**src/rtl/alu_rr_arbiter.sv**
```systemverilog
// Round-robin arbiter sharing one ALU between the pin operand path (id 0)
// and the serial command path (id 1). Sequences start/done, enforces a
// completion timeout and returns a tagged result with backpressure.
module alu_rr_arbiter #(
    parameter int DATA_W  = 8,
    parameter int RES_W   = 16,
    parameter int OP_W    = 3,
    parameter int TIMEOUT = 15
) (
    input  logic              clk,
    input  logic              rst_n,
    input  logic              ena,
    input  logic              req0_valid,
    output logic              req0_ready,
    input  logic [DATA_W-1:0] req0_a,
    input  logic [DATA_W-1:0] req0_b,
    input  logic [OP_W-1:0]   req0_op,
    input  logic              req1_valid,
    output logic              req1_ready,
    input  logic [DATA_W-1:0] req1_a,
    input  logic [DATA_W-1:0] req1_b,
    input  logic [OP_W-1:0]   req1_op,
    output logic [DATA_W-1:0] alu_a,
    output logic [DATA_W-1:0] alu_b,
    output logic [OP_W-1:0]   alu_op,
    output logic              alu_start,
    input  logic              alu_done,
    input  logic [RES_W-1:0]  alu_result,
    output logic              rsp_valid,
    input  logic              rsp_ready,
    output logic              rsp_id,
    output logic [RES_W-1:0]  rsp_result,
    output logic              rsp_err,
    output logic              busy
);

    typedef enum logic [1:0] {IDLE, ISSUE, WAIT, RESP} state_t;

    // Last WAIT cycle index before the timeout fires, and the saturation ceiling.
    localparam logic [7:0] CNT_LAST = 8'(TIMEOUT - 1);
    localparam logic [7:0] CNT_MAX  = 8'(TIMEOUT);

    state_t     state;
    state_t     state_nxt;
    logic       last_grant;
    logic [7:0] wait_cnt;
    logic       gnt0;
    logic       gnt1;

    // Grant decision: a lone requester wins, a tie goes to the one not served last.
    // Gated by rst_n so no ready is seen while reset is held.
    always_comb begin
        gnt0 = 1'b0;
        gnt1 = 1'b0;
        if (state == IDLE && ena && rst_n) begin
            if (req0_valid && req1_valid) begin
                gnt0 = last_grant;
                gnt1 = ~last_grant;
            end else begin
                gnt0 = req0_valid;
                gnt1 = req1_valid;
            end
        end
    end

    // Next-state logic; done takes priority over an expiring counter.
    always_comb begin
        state_nxt = state;
        case (state)
            IDLE:    if (gnt0 || gnt1) state_nxt = ISSUE;
            ISSUE:   state_nxt = WAIT;
            WAIT:    if (alu_done || wait_cnt == CNT_LAST) state_nxt = RESP;
            RESP:    if (rsp_ready) state_nxt = IDLE;
            default: state_nxt = IDLE;
        endcase
    end

    // State register; reset aborts any in-flight transaction.
    always_ff @(posedge clk or negedge rst_n) begin
        if (!rst_n) state <= IDLE;
        else        state <= state_nxt;
    end

    // Operand capture, timeout counting, result latching and round-robin pointer.
    always_ff @(posedge clk or negedge rst_n) begin
        if (!rst_n) begin
            alu_a      <= '0;
            alu_b      <= '0;
            alu_op     <= '0;
            rsp_id     <= 1'b0;
            rsp_result <= '0;
            rsp_err    <= 1'b0;
            wait_cnt   <= 8'd0;
            last_grant <= 1'b1;
        end else begin
            case (state)
                IDLE: begin
                    if (gnt0 || gnt1) begin
                        alu_a  <= gnt1 ? req1_a  : req0_a;
                        alu_b  <= gnt1 ? req1_b  : req0_b;
                        alu_op <= gnt1 ? req1_op : req0_op;
                        rsp_id <= gnt1;
                    end
                end
                ISSUE: wait_cnt <= 8'd0;
                WAIT: begin
                    if (alu_done) begin
                        rsp_result <= alu_result;
                        rsp_err    <= 1'b0;
                    end else if (wait_cnt == CNT_LAST) begin
                        rsp_result <= '0;
                        rsp_err    <= 1'b1;
                    end else if (wait_cnt < CNT_MAX) begin
                        wait_cnt <= wait_cnt + 8'd1;
                    end
                end
                RESP: if (rsp_ready) last_grant <= rsp_id;
                default: ;
            endcase
        end
    end

    assign req0_ready = gnt0;
    assign req1_ready = gnt1;
    assign alu_start  = (state == ISSUE);
    assign rsp_valid  = (state == RESP);
    assign busy       = (state != IDLE);

endmodule
```
**config.mk**
```make
export PLATFORM = sky130hd
export DESIGN_NAME = alu_rr_arbiter
export DESIGN_NICKNAME = d
export VERILOG_FILES = /design/src/rtl/alu_rr_arbiter.sv
export SDC_FILE = /design/constraint.sdc
export NUM_CORES = 1
export LEC_CHECK = 0
export CAP_MARGIN = 10
export CELL_PAD_IN_SITES_DETAIL_PLACEMENT = 1
export CELL_PAD_IN_SITES_GLOBAL_PLACEMENT = 1
export CORE_UTILIZATION = 30
export CTS_BUF_LIST = sky130_fd_sc_hd__clkbuf_4 sky130_fd_sc_hd__clkbuf_8
export CTS_CLUSTER_DIAMETER = 120
export DETAILED_ROUTE_END_ITERATION = 10
export HOLD_SLACK_MARGIN = 0.05
export PLACE_DENSITY_LB_ADDON = 0.05
export SYNTH_ARGS = -nofsm -noshare
export SYNTH_HDL_FRONTEND = slang
export SYNTH_SLANG_ARGS = --single-unit
```
**constraint.sdc**
```tcl
create_clock -name clk -period 2.25 [get_ports clk]
set_input_delay 0.5625 -clock clk [delete_from_list [all_inputs] [get_ports clk]]
set_output_delay 0.5625 -clock clk [all_outputs]
set_load 0.05 [all_outputs]
```
; Word-level counts from Yosys, hierarchy flattened
; Index checks and enable logic that the tools add are counted.
[classes]
n_reduce_logical = 14
mux = 19
bitwise = 1
n_lt_le_gt_ge = 1
n_eq_ne = 10
addsub = 1
[op_table]
columns = cell, count
row1 = 8-bit two-way mux, 5
row2 = 16-bit two-way mux, 2
row3 = 8-bit case mux with 2 select lines, 1
row4 = "8-bit by 1-bit adder with 8-bit output, second input constant", 1
row5 = "8-bit by 4-bit equality test with 1-bit output, second input constant", 1
row6 = "8-bit by 4-bit less-than comparator with 1-bit output, second input constant", 1
row7 = "2-bit != test, second input constant", 4
row8 = 2-bit case mux with 4 select lines, 1
row9 = 1-bit two-way mux, 6
row10 = 2-bit two-way mux, 3
row11 = 2-bit AND reduction, 3
row12 = 2-bit nonzero test, 3
row13 = "2-bit equality test, second input constant", 2
row14 = "2-bit by 1-bit != test with 1-bit output, second input constant", 2
row15 = 4-bit AND reduction, 1
row16 = 1-bit logical AND, 3
row17 = 3-bit two-way mux, 1
row18 = 3-bit AND reduction, 1
row19 = "2-bit by 1-bit equality test with 1-bit output, second input constant", 1
row20 = 2-bit logical NOT, 1
row21 = 1-bit logical OR, 2
row22 = 1-bit inverter, 1
[totals]
ff_bits = 48
elab_cells = 55
out_inout_bits = 42
input_bits = 61

; Logic depth before layout (Yosys ltp)
; Gate-level depths: netlist of the first run.
[logic_depth]
word_depth = 7
depth_mapped = 8
mapped_depth_nobuf = 6

; Worst setup path before layout of the first run
; OpenSTA, ideal clock, no wires.
[synth_timing]
kind = register to output
start = reg state[0]
end = out req1_ready
path_slack_ns = 0.193
n_path_buf = 1
path_stages_with_launch = 7
arrival_time_ns = 1.494
path_cell_list = dfrtp_1 -> inv_1 -> ha_1 -> and3_1 -> nand3_1 -> buf_2 -> inv_1
[synth_between]
elab_chain_len = 4
[synth_lines]
columns = item, line
row1 = start: declaration, 43  ; state_t state;
row2 = start signal: assignment, 81  ; else state <= state_nxt;
row3 = 2-bit logical NOT, 55  ; if (state == IDLE && ena && rst_n) begin
row4 = 1-bit logical AND (2 in a row), 55
row5 = 1-bit two-way mux, 55
row6 = end: declaration, 19  ; output logic req1_ready,
; Every way passes these cells.

; Worst setup path after layout of the first run
[layout_timing]
start = in ena
end = out req0_ready
[layout_between]
elab_chain_len = 3
[layout_lines]
columns = item, line
row1 = start: declaration, 12  ; input logic ena,
row2 = 1-bit logical AND (2 in a row), 55
row3 = 1-bit two-way mux, 55
row4 = end: declaration, 14  ; output logic req0_ready,
; Every way passes these cells.

==> run_results.csv, run 1 <==
group,metric,value,unit
status,status,"completed",
global_route,grt_use_total,15.6,%
setup_path,r2r_slack,0.35,ns
run,cap_violations,0,
placement,dpl.hpwl,4220,um
routing,final_antenna_net_count,0,
global_route,grt.busiest_layer,"met2",
global_route,grt_pass1_wl,8980,um
cells_and_area,antenna_cells,0,
routing,first_pass_iters,4,
min_path,hold_class,"input port to asynchronous set/reset pin",
setup_path,crit_required,1.69,ns
timing,maxSlewViolCount,0,
power_and_ir_drop,max-vdd-ir-drop,0.554,mV
timing,skew,0.00585,ns
clock_tree,cts_tree,"done",
global_route,use_met3,4.10,%
setup_path,worstRegToRegCells,6,
setup_path,cp.arrival,1.61,ns
setup_path,path_max_fanout,3,
clock_tree,clock_sinks,48,
power_and_ir_drop,power_frac_clock,12.7,%
clock_tree,cts-hold-fix-buffers,0,
cells_and_area,layout_common_cells,"clkdlybuf4s50_1, dfrtp_1, o21ai_0",
cells_and_area,final_layout_size_suffix_gt1_share,12.6,%
synth,synthTopCellsByArea,"dfrtp_1, mux2i_1, o21ai_0",
routing,wl,5670,um
die,ios,103,
routing,route.detailed.drc,0,
setup_path,end_kind,"output port",
clock_tree,htree_levels,2,
synth,avgSynthCellArea,11.6,sq um
setup_path,critical_path_class,"input port to output port",
global_route,grt_pass1_vias,1757,
timing,worstMarginPinSlew,0.544,ns
power_and_ir_drop,power_switching,2320,uW
synth,synth_area_leader_cell,"dfrtp_1",
clock_tree,clockBufferDepth,2,
die,num_rows,30,
synth,synth_top_area_share,54.7,%
routing,wire_per_inst,14.6,um
timing,rsz0062_at_grt,"false",
clock_tree,post_cts_buffers,0,
synth,ys_ff_latch,48,
timing,relSlewSlack,63.7,%
global_route,globalRouteOverflowTotal,0,
die,start_util,31.3,%
power_and_ir_drop,power.leakage,0.00163,uW
die,core_area,6870,sq um
global_route,use_met1,21.6,%
cells_and_area,fin_nets,359,
timing,tns,0,ns
synth,syn_nets,253,
cells_and_area,layout_commonest_cell,"clkdlybuf4s50_1",
synth,syn_inst,186,
power_and_ir_drop,power.internal,2620,uW
cells_and_area,area_growth_syn_to_layout,60.0,%
global_route,grt_max_degree,44,
power_and_ir_drop,p_seq_share,29.2,%
global_route,met2_usage,24.0,%
timing,finalCritPeriodShare,96.7,%
synth,synth_cell_type_count,30,
timing,hold_viol,0,
die,die_h,86.6,um
setup_path,reg2reg_to,"wait_cnt[3]",
die,die_x,86.6,um
clock_tree,clk_pin_slew,0.08,ns
clock_tree,cts_buffers,5,
timing,setup_viol,0,
clock_tree,clockRootBuffer,"clkbuf_8",
placement,place.port_buffers,102,
setup_path,cp-start-kind,"input port",
clock_tree,clock_latency,0.30,ns
routing,vias,1777,
power_and_ir_drop,switching_share,46.9,%
routing,drtIter0Drc,54,
timing,timing.fmax,460,MHz
synth,synth-warning-count,0,
power_and_ir_drop,p_per_area,1440,nW/um^2
routing,viasPerCell,4.57,
die,die_area,7510,sq um
placement,gp_congestion,0.703,
power_and_ir_drop,pwr-share-comb,58.1,%
synth,ys_seq_area_share,55.9,%
timing,fin_crit,2.18,ns
synth,synth_area,2150,sq um
global_route,antenna_found_initial,0,
setup_path,reg2reg_from,"state[0]",
power_and_ir_drop,p_total,4940,uW
-- power groups by stage --
stage | sequential [uW] | combinational [uW] | clock, uW
after floorplan | 2560 | 751 | 0
after global placement | 1450 | 2830 | 0
after detailed placement | 1470 | 2860 | 0
after CTS | 1450 | 2880 | 663
after global routing | 1500 | 3040 | 690
final | 1440 | 2870 | 628
-- cell usage after synthesis, drive strengths merged --
cell	count
a21boi	1
a21oi	3
a22o	16
and2	5
and3	2
and4	1
buf	6
clkbuf	3
dfrtp	47
dfstp	1
ha	6
inv	6
mux2	2
mux2i	19
nand2	23
nand2b	3
nand3	7
nor2	1
nor2b	2
nor3	1
nor4	1
o211ai	2
o21ai	27
or3	1
-- critical path: stages --
cell             delay, ns
clkdlybuf4s50_1       0.48
and3_4                0.20
and3_1                0.21
buf_12                0.15
-- cell families after synthesis --
logic type / count (synthesis) / synth area share [%]
AO/OA/AOI/OAI: 49 / 15.5
adder cells (fa/ha/maj): 6 / 3.49
buffers and inverters: 15 / 3.61
flip-flops: 48 / 55.9
multiplexers: 21 / 10.1
AND/OR/NAND/NOR: 47 / 11.3
-- metal layers --
metal	share of wire [%]	up-vias	wire length [um]
met5	0	-	0
met4	1.3	0	72
met3	5.8	6	331
met2	46	57	2620
met1	47	846	2650
li1	-	868	-
-- sequential cells by signal (all words and copies together) (netlist names) --
| signal | cells |
|---|---|
| rsp_result | 16 |
| alu_a | 8 |
| alu_b | 8 |
| wait_cnt | 8 |
| alu_op | 3 |
| state | 2 |
| last_grant | 1 |
| rsp_err | 1 |
| rsp_id | 1 |
-- per-stage QoR --
stage,setup slack [ns],util (%),cells,hold WS [ns],instance area (sq um)
2_1_floorplan,0.193,-,186,0.267,2150
3_3_place_gp,0.0369,48.1,381,0.416,3300
3_5_place_dp,0.0304,48.1,381,0.417,3300
4_1_cts,0.0131,49.8,389,0.0798,3420
5_1_grt,0.00561,50.1,389,0.0932,3440
6_report,0.0750,50.1,389,0.0933,3440
-- what timing repair did --
action	in CTS	in global routing
setup endpoints to repair	1	2
hold endpoints to repair	0	0
gates resized for setup	2	3
-- layout make-up --
class / count / area, sq um
well taps: 96 / 120
flip-flops and latches: 48 / 1200
fillers: 741 / 3430
clock buffers: 6 / 76.3
inverters: 6 / 22.5
clock inverters: 2 / 35.0
multi-input cells: 123 / 896
repair buffers: 108 / 1090
-- worst max-delay path by stage --
stage,start,cells after the start,slack [ns],to
detailed placement,ena,5,0.03,req1_ready
CTS,state[0],6,0.01,req1_ready
global route,state[0],5,0.006,req0_ready
finish,ena,4,0.07,req0_ready
global placement,ena,5,0.04,req1_ready
floorplan,state[0],6,0.19,req1_ready
Note: power is estimated with default switching activity, not from simulation.
==> run 2, diff against run 1 <==
--- a/config.mk
+++ b/config.mk
@@ -11,3 +11,2 @@
 export CORE_UTILIZATION = 30
-export CTS_BUF_LIST = sky130_fd_sc_hd__clkbuf_4 sky130_fd_sc_hd__clkbuf_8
 export CTS_CLUSTER_DIAMETER = 120
@@ -16,2 +15,3 @@
 export PLACE_DENSITY_LB_ADDON = 0.05
+export RECOVER_POWER = 100
 export SYNTH_ARGS = -nofsm -noshare
==> constraint.sdc (replaced) <==
create_clock -name clk -period 2.25 [get_ports clk]
set_input_delay 0.45 -clock clk [delete_from_list [all_inputs] [get_ports clk]]
set_output_delay 0.45 -clock clk [all_outputs]
set_load 0.05 [all_outputs]
==> run_results.csv, run 2 (synthesis gave the netlist of run 1 again) <==
group,metric,value,unit
setup_path,reg2reg_to,"rsp_result[13]",
clock_tree,clock_sinks,48,
timing,timing.fmax,471,MHz
die,core_area,6870,sq um
cells_and_area,layout_common_cells,"clkdlybuf4s50_1, dfrtp_1, dlygate4sd3_1",
power_and_ir_drop,power.leakage,0.00165,uW
routing,final_antenna_net_count,0,
cells_and_area,final_layout_size_suffix_gt1_share,10.2,%
routing,first_pass_iters,4,
timing,tns,0,ns
setup_path,r2r_slack,0.30,ns
timing,fin_crit,2.13,ns
setup_path,crit_required,1.80,ns
die,die_area,7510,sq um
global_route,grt_pass1_vias,1808,
cells_and_area,fin_nets,359,
power_and_ir_drop,p_total,4780,uW
status,status,"completed",
setup_path,startpoint,"state[1]",
global_route,grt_pass1_wl,9070,um
global_route,grt_use_total,15.6,%
placement,dpl.hpwl,4120,um
min_path,hold_class,"flip-flop to flip-flop",
cells_and_area,largest_reg_flops,16,
clock_tree,post_cts_buffers,0,
timing,hold-worst-slack,0.479,ns
die,start_util,31.3,%
routing,wire_per_inst,14.6,um
cells_and_area,largest-register,"rsp_result",
placement,place.port_buffers,102,
timing,skew,0.00377,ns
routing,viasPerCell,4.66,
setup_path,reg2reg_from,"state[0]",
clock_tree,clockBufferDepth,2,
setup_path,cp-endpoint,"req1_ready",
cells_and_area,layout_commonest_cell,"clkdlybuf4s50_1",
setup_path,cp-start-kind,"flip-flop",
power_and_ir_drop,p_per_area,1410,nW/um^2
global_route,antenna_found_initial,0,
cells_and_area,finish.instance_area,3390,sq um
clock_tree,htree_levels,2,
clock_tree,clk_pin_slew,0.10,ns
clock_tree,clockRootBuffer,"clkbuf_8",
setup_path,cp.arrival,1.68,ns
die,die_x,86.6,um
global_route,grt_max_degree,49,
timing,relSlewSlack,19.1,%
clock_tree,cts_tree,"done",
timing,hold_viol,0,
timing,rsz0062_at_grt,"false",
setup_path,path_max_fanout,4,
setup_path,critical_path_class,"flip-flop to output port",
power_and_ir_drop,max-vdd-ir-drop,0.429,mV
placement,gp_congestion,0.673,
setup_path,end_kind,"output port",
timing,maxSlewViolCount,0,
placement,placed_cell_area,3300,sq um
run,cap_violations,0,
die,ios,103,
timing,worstMarginPinSlew,1.21,ns
routing,route.detailed.drc,0,
cells_and_area,area_growth_syn_to_layout,57.7,%
global_route,globalRouteOverflowTotal,0,
timing,finalCritPeriodShare,94.5,%
die,die_h,86.6,um
cells_and_area,antenna_cells,0,
routing,drtIter0Drc,55,
clock_tree,cts_resized,0,
clock_tree,clock_latency,0.30,ns
clock_tree,cts-hold-fix-buffers,0,
routing,wl,5680,um
routing,vias,1814,
setup_path,worstRegToRegCells,5,
timing,setup_viol,0,
die,num_rows,30,
clock_tree,cts_buffers,5,
-- run 2: changes by cell type in the layout (fill, tap and decap cells not counted), sizes merged --
cell / delta
clkdlybuf4s50: -37
dlygate4sd3: +37
buf: -7
clkbuf: +6
clkinv: -1
clkinvlp: +1
inv: +1
-- run 2: final cells by class --
cell class	count	area, sq um
Fill cell	768	3480
Sequential cell	48	1200
Timing Repair Buffer	108	1050
Multi-Input combinational cell	123	877
Tap cell	96	120
Clock buffer	5	68.8
Clock inverter	3	46.3
Inverter	6	22.5
-- run 2: critical path, cell delays in order, from the launching register on --
cell and delay, ns:
dfrtp_1 0.43, inv_1 0.10, ha_1 0.21, and3_2 0.24, nand3_2 0.13, inv_1 0.12, buf_12 0.14
-- run 2: how the worst min path moves through the flow --
stage | end | cells past startpoint | slack (ns) | from
finish | alu_b[5] | 2 | 0.48 | alu_b[5]
global route | alu_b[0] | 2 | 0.51 | alu_b[0]
CTS | rsp_result[0] | 2 | 0.32 | rst_n
detailed placement | alu_b[5] | 2 | 0.47 | alu_b[5]
global placement | alu_a[6] | 2 | 0.46 | alu_a[6]
floorplan | alu_a[0] | 0 | 0.15 | rst_n
-- run 2: per-stage QoR --
step	setup slack, ns	utilization, %	std cells
2_1_floorplan	0.306	-	186
3_3_place_gp	0.226	48.1	381
3_5_place_dp	0.168	48.1	381
4_1_cts	0.0329	49.8	389
5_1_grt	0.00471	49.4	389
6_report	0.125	49.4	389
-- run 2: where the power goes --
group / switching [uW] / internal (uW) / leakage [uW] / total (uW)
Sequential: 193 / 1230 / 0.000607 / 1430
Combinational: 1810 / 890 / 0.000992 / 2700
Clock: 314 / 335 / 0.0000548 / 649
-- run 2: routing by layer --
metal  track usage [%]  vias up  part of all wire [%]  routed length (um)
li1                  -      871                     -                   -
met1              22.1      884                    46                2640
met2              23.7       56                    46                2620
met3              4.19        3                   7.0                 396
met4              4.09        0                  0.49                  28
met5                 0        -                     0                   0
==> run 3, diff against run 2 <==
- clock period: 2.25 -> 2.1 ns (I/O delays scaled with it)
==> run_results.csv, run 3 (synthesis gave the netlist of run 1 again) <==
group,metric,value,unit
status,status,"completed",
clock_tree,clock_sinks,48,
setup_path,path_max_fanout,4,
setup_path,crit_required,1.68,ns
clock_tree,clk_pin_slew,0.08,ns
cells_and_area,largest_reg_flops,16,
cells_and_area,area_growth_syn_to_layout,57.0,%
cells_and_area,post-route-util,49.1,%
setup_path,cp.arrival,1.56,ns
global_route,grt_pass1_vias,1841,
global_route,globalRouteOverflowTotal,0,
timing,rsz0062_at_grt,"false",
clock_tree,cts_tree,"done",
timing,relSlewSlack,20.8,%
setup_path,reg2reg_from,"state[1]",
cells_and_area,layout_commonest_cell,"clkdlybuf4s50_1",
run,cap_violations,0,
power_and_ir_drop,power.leakage,0.00164,uW
die,ios,103,
setup_path,cp-start-kind,"flip-flop",
setup_path,cp-endpoint,"req0_ready",
setup_path,startpoint,"state[1]",
routing,first_pass_iters,4,
die,start_util,31.3,%
die,die_area,7510,sq um
cells_and_area,fin_nets,363,
routing,vias,1807,
routing,drtIter0Drc,44,
timing,hold-worst-slack,0.478,ns
setup_path,worstRegToRegCells,7,
timing,timing.fmax,504,MHz
die,core_area,6870,sq um
global_route,grt_pass1_wl,9300,um
routing,wire_per_inst,14.1,um
placement,placed_cell_area,3320,sq um
clock_tree,htree_levels,2,
clock_tree,clockRootBuffer,"clkbuf_8",
die,die_h,86.6,um
clock_tree,clockBufferDepth,2,
cells_and_area,finish.instance_area,3380,sq um
routing,wl,5550,um
routing,route.detailed.drc,0,
setup_path,critical_path_class,"flip-flop to output port",
timing,finalCritPeriodShare,94.5,%
clock_tree,cts-hold-fix-buffers,0,
placement,dpl.hpwl,4150,um
cells_and_area,antenna_cells,0,
timing,skew,0.00513,ns
die,num_rows,30,
power_and_ir_drop,max-vdd-ir-drop,0.564,mV
cells_and_area,layout_common_cells,"clkdlybuf4s50_1, dfrtp_1, dlygate4sd3_1",
global_route,grt_max_degree,49,
die,die_x,86.6,um
power_and_ir_drop,p_total,5010,uW
routing,final_antenna_net_count,0,
routing,viasPerCell,4.60,
timing,maxSlewViolCount,0,
cells_and_area,final_layout_size_suffix_gt1_share,10.4,%
timing,fin_crit,1.98,ns
placement,gp_congestion,0.706,
setup_path,r2r_slack,0.28,ns
timing,setup_viol,0,
timing,hold_viol,0,
clock_tree,cts_buffers,5,
cells_and_area,largest-register,"rsp_result",
global_route,grt_use_total,16.0,%
placement,place.port_buffers,102,
min_path,hold_class,"flip-flop to flip-flop",
power_and_ir_drop,p_per_area,1480,nW/um^2
timing,worstMarginPinSlew,1.19,ns
setup_path,end_kind,"output port",
timing,tns,0,ns
global_route,antenna_found_initial,0,
clock_tree,clock_latency,0.30,ns
min_path,holdPathStages,2,
setup_path,reg2reg_to,"alu_a[5]",
==> run 3: changes by cell type in the layout (fill, tap and decap cells not counted), moves of 2 or more <==
cell | previous run | this run
clkbuf_1 | 4 | 8
clkbuf_2 | 3 | 5
inv_1 | 6 | 4
inv_2 | 0 | 2
==> run 3: per-layer routing <==
| metal | GRT usage, % | up-vias | part of all wire [%] |
|---|---|---|---|
| li1 | - | 874 | - |
| met5 | 0 | - | 0 |
| met1 | 23.2 | 869 | 48 |
| met3 | 4.76 | 6 | 5.6 |
| met4 | 3.18 | 0 | 0.68 |
| met2 | 23.4 | 58 | 46 |
==> run 3: stage by stage <==
step / instances / setup slack, ns
after floorplan: 186 / 0.186
after detailed placement: 383 / 0.0959
after global placement: 383 / 0.122
after CTS: 391 / 0.0237
final: 393 / 0.116
after global routing: 393 / 0.00538
==> run 3: worst min path at each step <==
stage | end | start | slack, ns
2_1_floorplan | alu_a[0] | rst_n | 0.12
3_3_place_gp | alu_b[5] | alu_b[5] | 0.46
3_5_place_dp | alu_a[0] | alu_a[0] | 0.47
4_1_cts | rsp_result[13] | rst_n | 0.29
5_1_grt | rsp_result[11] | rsp_result[11] | 0.51
6_report | alu_a[0] | alu_a[0] | 0.48
==> run 3: critical path: stages (launching register included) <==
cell	delay [ns]
dfrtp_1	0.41
inv_1	0.09
ha_2	0.20
and3_4	0.20
and3_1	0.21
buf_12	0.15
==> run 3: cell type report <==
type | count | area, sq um
Inverter | 6 | 22.5
Sequential cell | 48 | 1200
Multi-Input combinational cell | 123 | 857
Tap cell | 96 | 120
Timing Repair Buffer | 112 | 1080
Clock buffer | 8 | 90.1
Fill cell | 777 | 3490
==> run 3: timing repair <==
item / 4_1_cts / 5_1_grt
resized for setup: 2 / 3
endpoints found under the setup margin: 1 / 2
cloned: 0 / 0
buffers inserted: 0 / 2
==> run 3: report_power, final <==
part           internal, uW  leakage (uW)  total [uW]  switching, uW
registers              1320      0.000607        1530            205
logic                   965      0.000990        2910           1950
clock network           269     0.0000455         567            298
==> variant (settings of run 3) <==
Encoding of `state_t`: now one-hot (4 bits for 4 states).
--- a/src/rtl/alu_rr_arbiter.sv
+++ b/src/rtl/alu_rr_arbiter.sv
@@ -34,7 +34,7 @@
     output logic              busy
 );
 
-    typedef enum logic [1:0] {IDLE, ISSUE, WAIT, RESP} state_t;
+    typedef enum logic [3:0] {IDLE = 4'b0001, ISSUE = 4'b0010, WAIT = 4'b0100, RESP = 4'b1000} state_t;
 
     // Last WAIT cycle index before the timeout fires, and the saturation ceiling.
     localparam logic [7:0] CNT_LAST = 8'(TIMEOUT - 1);
Formal check against the unedited RTL: same outputs for any inputs over 10 cycles, from zero or initial values and one cycle with rst_n low; not proved beyond that.
==> variant against run 3 <==
The flow now finishes with violations (setup timing). Largest cell class unchanged. Critical path depth shrank 1. Worst setup slack got worse by 0.34 ns. Final area up 4.1%. Via count grew 10%. Wire length up 8.6%. Synthesized area rose by 0.47%. Clock skew is 0.0050 ns higher. Sequential cell count rose by 2. First-iteration DRC count increased by 11%.
Power is not compared: it rests on default switching activity, and its combinational part moved more than twofold at a synthesized area within 25%.
==> variant: results (changes against run 3) <==
The count of cells along the worst hold path is 1 (was 2). The count of unique library cells instantiated by Yosys came out at 36 (was 30). The post-route clock skew came out at 0.0101 ns (was 0.00513 ns). The total routing resource utilization after global routing is 17.4% (was 16.0%). The largest fanout of any net on the critical path is 3 (was 4). The tightest slew margin relative to the limit is 15.7% (was 20.8%). The post-detailed-placement half-perimeter wirelength came out at 4390 um (was 4150 um). The startpoint of the worst hold path is wait_cnt[4] (was alu_a[0]). The detailed-routing iteration count for the pre-antenna-repair pass is 2 (was 4).

The clock-pin transition on the worst setup and hold timing paths came out at 0.10 ns (was 0.08 ns). The data arrival time of the worst path is 1.90 ns (was 1.56 ns). The net count after synthesis is 276 (was 253). Top cells by area in the synthesized netlist: sky130_fd_sc_hd__dfrtp_1 (56%), sky130_fd_sc_hd__nand2_1 (7.6%), sky130_fd_sc_hd__a22o_1 (6.5%), sky130_fd_sc_hd__a31oi_1 (5.5%), sky130_fd_sc_hd__nor2_1 (3.8%) (was sky130_fd_sc_hd__dfrtp_1 (55%), sky130_fd_sc_hd__mux2i_1 (8.8%), sky130_fd_sc_hd__o21ai_0 (5.8%), sky130_fd_sc_hd__a22o_1 (4.5%), sky130_fd_sc_hd__nand2_1 (4.0%)). The tightest hold margin is 0.508 ns (was 0.478 ns). The via count of the first global-routing pass came out at 2098 (was 1841). The endpoint of the worst hold path is wait_cnt[4] (was alu_a[0]).

The setup-violating endpoint count in the final report came out at 3 (was 0). Status: finished with violations (was complete, no violations). The final reports fail on setup timing. The final weighted congestion in routability-driven placement is 0.717 (was 0.706). The final worst slack is -0.222 ns (was 0.116 ns). The detailed router's first-iteration violation count came out at 49 (was 44). The path depth of the worst reg2reg path came out at 6 (was 7). The detail-routed via count per cell came to 4.70 (was 4.60). The maximum number of pins on one net before global-route repair was 51 (was 49).

The start of the worst register-to-register path is state[0] (was state[1]). Top cells by instance count after synthesis: sky130_fd_sc_hd__dfrtp_1 (48), sky130_fd_sc_hd__nand2_1 (44), sky130_fd_sc_hd__nor2_1 (22) (was sky130_fd_sc_hd__dfrtp_1 (47), sky130_fd_sc_hd__o21ai_0 (25), sky130_fd_sc_hd__nand2_1 (23)). The share of final-layout standard cells stronger than drive strength 1 came out at 11.3% (was 10.4%). The capture point of the worst reg-to-reg path is alu_b[5] (was alu_a[5]). The post-layout net count came out at 389 (was 363).
[variant: cell types whose count changed after synthesis, sizes merged, moves of 3 or more]
cell and change:
o21ai -19, clkbuf +5, nand2 +21, mux2i -17
a31oi +19, nand2b -3, nor2 +21, inv +3
nand3 -6, ha -4
[variant: logic make-up (layout without fill, tap and decap cells)]
group                      after synthesis  count (layout)  synth area share (%)
muxes                                    3               3                  1.45
and+or+nand+nor                         84              84                  17.7
adders and majority gates                2               2                  1.16
DFF                                     50              50                  58.1
buffers and inverters                   21             135                  4.46
AOI/OAI and AO/OA                       53              53                  17.1
[variant: metal layers]
layer  share of wire [%]  GRT usage [%]
met1                  41           19.9
met2                  51           30.9
met3                 7.2           6.10
met4                0.96           4.09
met5                   0              0
[variant: worst max-delay path by stage]
| stage | start | to | slack (ns) | cells past startpoint |
|---|---|---|---|---|
| after floorplan | state[0] | req1_ready | -0.09 | 5 |
| after global placement | req1_valid | req1_ready | -0.06 | 5 |
| after detailed placement | req1_valid | req1_ready | -0.06 | 5 |
| after CTS | state[0] | req1_ready | -0.24 | 4 |
| after global routing | state[0] | req1_ready | -0.27 | 4 |
| final | state[0] | req1_ready | -0.22 | 4 |
[variant: critical path, cell delays in order, from the launching register on]
cell and delay, ns:
sky130_fd_sc_hd__dfstp_2 0.54, sky130_fd_sc_hd__or4b_4 0.48, sky130_fd_sc_hd__or3_4 0.36, sky130_fd_sc_hd__inv_4 0.08
sky130_fd_sc_hd__buf_12 0.13
[variant: area by class of cell]
cell class                      count  area (um^2)
Fill cell                         769         3350
Multi-Input combinational cell    142          825
Inverter                            9         38.8
Sequential cell                    50         1250
Clock buffer                        5         68.8
Timing Repair Buffer              118         1160
Clock inverter                      3         45.0
Tap cell                           96          120
[variant: what timing repair did]
action / CTS / global route
pin swaps: 1 / 1
resized for setup: 4 / 1
endpoints found under the setup margin: 4 / 4
hold buffers: 0 / 0
endpoints found under the hold margin: 0 / 0
setup buffers: 1 / 0
[variant: where the power goes]
group | switching, uW | internal, uW | total (uW)
combinational | 786 | 434 | 1220
sequential | 88.8 | 1120 | 1210
clock | 339 | 355 | 693
[variant: per-stage QoR]
step / setup slack [ns] / cells / cell area (um^2) / total power, uW / setup TNS, ns
floorplan: -0.0899 / 213 / 2190 / 2000 / -0.0921
detailed placement: -0.0614 / 414 / 3410 / 2530 / -0.409
CTS: -0.241 / 423 / 3540 / 3240 / -0.451
global placement: -0.0571 / 414 / 3410 / 2500 / -0.0886
global route: -0.265 / 423 / 3510 / 3300 / -1.34
finish: -0.222 / 423 / 3510 / 3130 / -0.425
